**config.mk**
```make
export PLATFORM = sky130hd
export DESIGN_NAME = booth_display
export DESIGN_NICKNAME = d
export VERILOG_FILES = /design/src/rtl/booth_disp_pkg.sv /design/src/rtl/bin2bcd_seq.sv /design/src/rtl/booth_display.sv
export SDC_FILE = /design/constraint.sdc
export NUM_CORES = 1
export LEC_CHECK = 0
export ABC_CLOCK_PERIOD_IN_PS = 3050
export CAP_MARGIN = 40
export CORE_AREA = 2 2 82 84
export DETAILED_ROUTE_END_ITERATION = 12
export DIE_AREA = 0 0 84 86
export PLACE_DENSITY = 0.84
export SETUP_SLACK_MARGIN = 0.4
export SLEW_MARGIN = 40
export SYNTH_ARGS = -nofsm -noshare
export SYNTH_HDL_FRONTEND = slang
export SYNTH_HIERARCHICAL = 1
export SYNTH_SLANG_ARGS = --single-unit
```
**constraint.sdc**
```tcl
create_clock -name clk -period 3.05 [get_ports clk]
set_input_delay 0.305 -clock clk [delete_from_list [all_inputs] [get_ports clk]]
set_output_delay 0.305 -clock clk [all_outputs]
set_load 0.005 [all_outputs]
```
**src/rtl/booth_disp_pkg.sv**
```systemverilog
// Shared types and glyph helpers for the Booth product display stage.
package booth_disp_pkg;

  typedef enum logic [1:0] {
    ST_IDLE = 2'd0,
    ST_CONV = 2'd1,
    ST_LOAD = 2'd2
  } conv_state_e;

  localparam logic [6:0] SEG_BLANK = 7'b1111111;
  localparam logic [6:0] SEG_MINUS = 7'b0111111;

  // Active-low {g,f,e,d,c,b,a}; anything that is not a decimal digit shows blank.
  function automatic logic [6:0] bcd_to_seg(input logic [3:0] nib);
    logic [6:0] g;
    case (nib)
      4'd0:    g = 7'b1000000;
      4'd1:    g = 7'b1111001;
      4'd2:    g = 7'b0100100;
      4'd3:    g = 7'b0110000;
      4'd4:    g = 7'b0011001;
      4'd5:    g = 7'b0010010;
      4'd6:    g = 7'b0000010;
      4'd7:    g = 7'b1111000;
      4'd8:    g = 7'b0000000;
      4'd9:    g = 7'b0010000;
      default: g = SEG_BLANK;
    endcase
    return g;
  endfunction

endpackage

```
**src/rtl/bin2bcd_seq.sv**
```systemverilog
// Sequential double-dabble: 8-bit unsigned to three BCD digits, one shift per cycle.
// FSM states:  IDLE | waiting for start
//              CONV | adjust nibbles >=5 by +3, then shift; eight passes
//              LOAD | result stable on bcd, done high for one cycle
module bin2bcd_seq
  import booth_disp_pkg::*;
(
  input  logic        clk,
  input  logic        rst,
  input  logic        start,
  input  logic [7:0]  bin,
  output logic        busy,
  output logic [11:0] bcd,
  output logic        done
);

  conv_state_e state_q, state_d;
  logic [11:0] bcd_q, bcd_d, bcd_adj;
  logic [7:0]  mag_q, mag_d;
  logic [2:0]  cnt_q, cnt_d;

  always_ff @(posedge clk or negedge rst) begin
    if (!rst) begin
      state_q <= ST_IDLE;
      bcd_q   <= '0;
      mag_q   <= '0;
      cnt_q   <= '0;
    end else begin
      state_q <= state_d;
      bcd_q   <= bcd_d;
      mag_q   <= mag_d;
      cnt_q   <= cnt_d;
    end
  end

  always_comb begin
    state_d = state_q;
    case (state_q)
      ST_IDLE: if (start) state_d = ST_CONV;
      ST_CONV: if (cnt_q == 3'd7) state_d = ST_LOAD;
      ST_LOAD: state_d = ST_IDLE;
      default: state_d = ST_IDLE;
    endcase
  end

  always_comb begin
    bcd_adj = bcd_q;
    for (int i = 0; i < 3; i++) begin
      if (bcd_q[i*4 +: 4] >= 4'd5) bcd_adj[i*4 +: 4] = bcd_q[i*4 +: 4] + 4'd3;
    end
    bcd_d = bcd_q;
    mag_d = mag_q;
    cnt_d = cnt_q;
    case (state_q)
      ST_IDLE: if (start) begin
        bcd_d = '0;
        mag_d = bin;
        cnt_d = '0;
      end
      ST_CONV: begin
        bcd_d = {bcd_adj[10:0], mag_q[7]};
        mag_d = {mag_q[6:0], 1'b0};
        cnt_d = cnt_q + 3'd1;
      end
      default: ;
    endcase
  end

  always_comb begin
    busy = (state_q != ST_IDLE);
    done = (state_q == ST_LOAD);
    bcd  = bcd_q;
  end

endmodule

```
**src/rtl/booth_display.sv**
```systemverilog
// Signed product to four-digit multiplexed seven-segment display (sign, hundreds, tens, units).
// Optional leading-zero blanking when BOOTH_DISP_LZB_EN is defined.
module booth_display
  import booth_disp_pkg::*;
#(
  parameter int unsigned REFRESH_DIV = 50000
) (
  input  logic       clk,
  input  logic       rst,
  input  logic [7:0] producto,
  input  logic       valid,
  output logic       busy,
  output logic       ovr,
  output logic [3:0] an,
  output logic [6:0] seg
);

  localparam int unsigned DIV_W = (REFRESH_DIV > 1) ? $clog2(REFRESH_DIV) : 1;
  localparam logic [DIV_W-1:0] DIV_LAST = DIV_W'(REFRESH_DIV - 1);

  logic        conv_busy, conv_done, start;
  logic [11:0] conv_bcd;
  logic [7:0]  mag;

  logic             sign_pend_q, sign_q, ovr_q;
  logic [11:0]      dig_q;
  logic [DIV_W-1:0] div_q;
  logic [1:0]       sel_q;
  logic [3:0]       an_q, an_d;
  logic [6:0]       seg_q, seg_d;
  logic             blank_h, blank_t;

  assign start = valid & ~conv_busy;
  // Two's-complement negate; -128 wraps to 8'h80, which reads correctly as unsigned 128.
  assign mag   = producto[7] ? (~producto + 8'd1) : producto;

  bin2bcd_seq u_bin2bcd (
    .clk   (clk),
    .rst   (rst),
    .start (start),
    .bin   (mag),
    .busy  (conv_busy),
    .bcd   (conv_bcd),
    .done  (conv_done)
  );

  always_ff @(posedge clk or negedge rst) begin
    if (!rst) begin
      sign_pend_q <= 1'b0;
      sign_q      <= 1'b0;
      dig_q       <= '0;
      ovr_q       <= 1'b0;
    end else begin
      if (start) sign_pend_q <= producto[7];
      if (valid && conv_busy) ovr_q <= 1'b1;
      if (conv_done) begin
        sign_q <= sign_pend_q;
        dig_q  <= conv_bcd;
      end
    end
  end

  always_ff @(posedge clk or negedge rst) begin
    if (!rst) begin
      div_q <= '0;
      sel_q <= 2'd0;
      an_q  <= 4'b1111;
      seg_q <= SEG_BLANK;
    end else begin
      if (div_q == DIV_LAST) begin
        div_q <= '0;
        sel_q <= sel_q + 2'd1;
      end else begin
        div_q <= div_q + DIV_W'(1);
      end
      an_q  <= an_d;
      seg_q <= seg_d;
    end
  end

`ifdef BOOTH_DISP_LZB_EN
  assign blank_h = (dig_q[11:8] == 4'd0);
  assign blank_t = blank_h && (dig_q[7:4] == 4'd0);
`else
  assign blank_h = 1'b0;
  assign blank_t = 1'b0;
`endif

  always_comb begin
    an_d  = ~(4'b0001 << sel_q);
    seg_d = SEG_BLANK;
    case (sel_q)
      2'd0: seg_d = bcd_to_seg(dig_q[3:0]);
      2'd1: seg_d = blank_t ? SEG_BLANK : bcd_to_seg(dig_q[7:4]);
      2'd2: seg_d = blank_h ? SEG_BLANK : bcd_to_seg(dig_q[11:8]);
      2'd3: seg_d = sign_q ? SEG_MINUS : SEG_BLANK;
      default: seg_d = SEG_BLANK;
    endcase
  end

  assign busy = conv_busy;
  assign ovr  = ovr_q;
  assign an   = an_q;
  assign seg  = seg_q;

endmodule

```
==> flow_summary.ini <==
[setup_path]
classification_of_the_worst_setup_path = reg2reg
worst_ep_required_time_ps = 3300
start_kind = register
crit_path_end_kind = register
r2r-start = u_bin2bcd/state_q[0]
setup.worst_path.start = u_bin2bcd/state_q[0]
peak_fanout_along_the_critical_path = 14
critical_path_arrival_ps = 2310

[yosys]
async_reset_ff_share_pct = 100.0
synth_area_leaders = sky130_fd_sc_hd__dfrtp_1 (37%), sky130_fd_sc_hd__ha_1 (10%), sky130_fd_sc_hd__dfstp_2 (7.3%)
yosysWarningCount = 6
synthTopCellsByCount = sky130_fd_sc_hd__dfrtp_1 (58), sky130_fd_sc_hd__nand2_1 (36), sky130_fd_sc_hd__ha_1 (32)
proportion_of_netlist_area_held_by_the_largest_area_contributor_pct = 36.78
post_synth_num_cell_types = 49
avgSynthCellArea_sq_um = 9.768
mappedNetlistNets = 447
synthMostInstantiatedCell = sky130_fd_sc_hd__dfrtp_1
synth-edff-count = 0
synth_ff_type = sky130_fd_sc_hd__dfrtp_1
yosysSeqAreaShare_pct = 44.10
post-synth-top-area-cell = sky130_fd_sc_hd__dfrtp_1
syn-instance-count = 404
syn-cell-area_sq_um = 3946
yosys_register_bits = 69

[route]
antenna_violating_nets_post_route = 0
wl_per_cell_um = 13.96
dr_total_vias = 2883
drt_pre_antenna_iters = 4
avgViaCountPerCell = 5.720
detail_route.drc_violations = 0
route.final.wire_length_um = 7034
drt_iter0_markers = 200

[sta]
timing_max_transition_violations_final = 0
tightestPinTransition_ps = 667.2
finalWorstSetupSlack_ps = 989.8
finalCritPeriodShare_pct = 67.55
hold_viol_final = 10
tns_ps = 0
slew-limit-headroom_pct = 55.49
timing.final.setup_violations = 0
whs_ps = -7.081
grt_setup_unrepaired = false
max_freq_mhz = 485.4
setup_skew_after_layout_ps = 7.442
final_period_minus_worst_setup_slack_ps = 2060

[power_and_ir_drop]
p_clk_share_pct = 18.4
netSwitchingPower_mw = 1.326
switching_share_pct = 38.01
leakage_power_nw = 1.878
comb_power_share_pct = 38.5
p_seq_share_pct = 43.1
max-vdd-ir-drop_mv = 0.4229
intPower_mw = 2.162
power_density_nw_per_um2 = 797.2

[outcome]
outcome = finished with violations
violations = negative hold slack

[final_layout]
layout.nets = 467
areaGrowthSynthToFinish_pct = 10.88
insertedDiodeCount = 0
num-fill-cells = 462
drive_gt1_share_pct = 11.01

[clock_network]
worst_skew_pair.late_latency_ps = 340
cts_hold_buffers = 0
postCtsSetupRepairBufs = 0
cts-root-to-sink-buffers = 2
htree_num_levels = 3
cts-root-buf = sky130_fd_sc_hd__clkbuf_8
cts_repair_resize_count = 0
tritoncts = yes
inserted_clock_buffers = 9
clkTransAtPathRegs_ps = 70
clkSinkCount = 69

[floorplanning]
fp.coreArea_sq_um = 6277
fp.dieH_um = 86
die-width_um = 84
floorplan.die_area_sq_um = 7224
row_cnt = 29
floorplan.initialDensity_pct = 62.87
io_pins = 24

[job]
cap_viol_max_count = 0

[global_route]
grt_first_pass_wirelength_um = 12520
track_usage_pct = 21.49
first_global_vias = 2778
antenna_found_initial = 0
grt_start_max_net_pins = 41
overflow = 0

[place]
gp_routability_congestion = 0.8904
placement.io_buffers = 23
dp_hpwl_um = 4968
dpl_worst_slack_ps = 1012

[min_path]
min_path_type = in2async
==> critical path, cell delays in order, from the launching register on <==
cell	delay (ps)
sky130_fd_sc_hd__dfrtp_1	510
sky130_fd_sc_hd__or2_2	370
sky130_fd_sc_hd__nor2b_1	110
sky130_fd_sc_hd__buf_4	180
sky130_fd_sc_hd__nor2b_1	480
sky130_fd_sc_hd__a21oi_1	160
sky130_fd_sc_hd__o21ai_0	160
==> layout make-up <==
type	count	area [sq um]	area share, %
Clock inverter	2	10.01	0.2288
Tap cell	77	96.34	2.202
Multi-Input combinational cell	290	2001	45.72
Inverter	26	97.59	2.230
Clock buffer	12	155.1	3.546
Timing Repair Buffer	28	275.3	6.291
Sequential cell	69	1740	39.78
==> power by group through the flow <==
stage	Clock (mW)	Sequential, mW	Combinational [mW]
2_1_floorplan	0	1.37	1.15
3_3_place_gp	0	1.50	1.27
3_5_place_dp	0	1.52	1.33
4_1_cts	0.660	1.50	1.34
5_1_grt	0.700	1.55	1.52
6_report	0.642	1.50	1.34
==> routing by layer <==
metal | wire length, um | part of all wire, % | global-route usage [%] | vias to the layer above
li1 | - | - | - | 1432
met1 | 3336 | 47 | 27.81 | 1386
met2 | 3345 | 48 | 35.56 | 56
met3 | 258 | 3.7 | 4.620 | 9
met4 | 94 | 1.3 | 8.651 | 0
met5 | 0 | 0 | 0 | -
==> path summary, 6_finish.rpt <==
check / end / cells after the start / slack, ps
setup / recovery: u_bin2bcd/mag_q[5] / 6 / 990
max in group asynchronous: u_bin2bcd/bcd[1] / 2 / 2420
hold reg to reg: ovr / 1 / 480
hold / removal: div_q[15] / 1 / -7
setup reg to reg: u_bin2bcd/mag_q[5] / 6 / 990
min in group clk: ovr / 1 / 480
==> through the flow <==
step	power [mW]	utilization [%]	cell area, sq um	cells
2_1_floorplan	2.514	-	3946	404
3_3_place_gp	2.765	67.07	4210	490
3_5_place_dp	2.851	67.07	4210	490
4_1_cts	3.505	69.70	4375	504
5_1_grt	3.766	69.70	4375	504
6_report	3.488	69.70	4375	504
==> placed cells by master (no fill, tap or decap), types with 10 or more instances in the layout <==
master | Yosys | final
sky130_fd_sc_hd__a21oi_1 | 20 | 20
sky130_fd_sc_hd__clkbuf_8 | 0 | 11
sky130_fd_sc_hd__clkdlybuf4s50_1 | 0 | 22
sky130_fd_sc_hd__dfrtp_1 | 58 | 58
sky130_fd_sc_hd__dfstp_2 | 11 | 11
sky130_fd_sc_hd__ha_1 | 32 | 32
sky130_fd_sc_hd__inv_1 | 26 | 26
sky130_fd_sc_hd__nand2_1 | 36 | 36
sky130_fd_sc_hd__nand3_1 | 10 | 10
sky130_fd_sc_hd__nor2_1 | 26 | 26
sky130_fd_sc_hd__nor2b_1 | 18 | 18
sky130_fd_sc_hd__o21ai_0 | 27 | 27
sky130_fd_sc_hd__xnor2_1 | 21 | 21
==> cell families (layout without fill, tap and decap cells) <==
kind of cell / after synthesis / in the layout / synth area share [%]
multiplexers: 10 / 10 / 2.727
flip-flops: 69 / 69 / 44.10
AND/OR/NAND/NOR: 125 / 125 / 16.08
buffers and inverters: 45 / 68 / 5.199
XOR/XNOR: 27 / 27 / 5.992
AO/OA/AOI/OAI: 96 / 96 / 15.76
adder cells (fa/ha/maj): 32 / 32 / 10.15
==> flip-flops by register name (all words and copies together) (netlist names) <==
name and cells:
an 4, u_bin2bcd/cnt_q 3, dig_q 12, u_bin2bcd/mag_q 8, ovr 1, u_bin2bcd/state_q 2
sel_q 2, div_q 16, sign_q 1, sign_pend_q 1, seg 7, u_bin2bcd/bcd 12
Power figures use the tool's default switching activity.
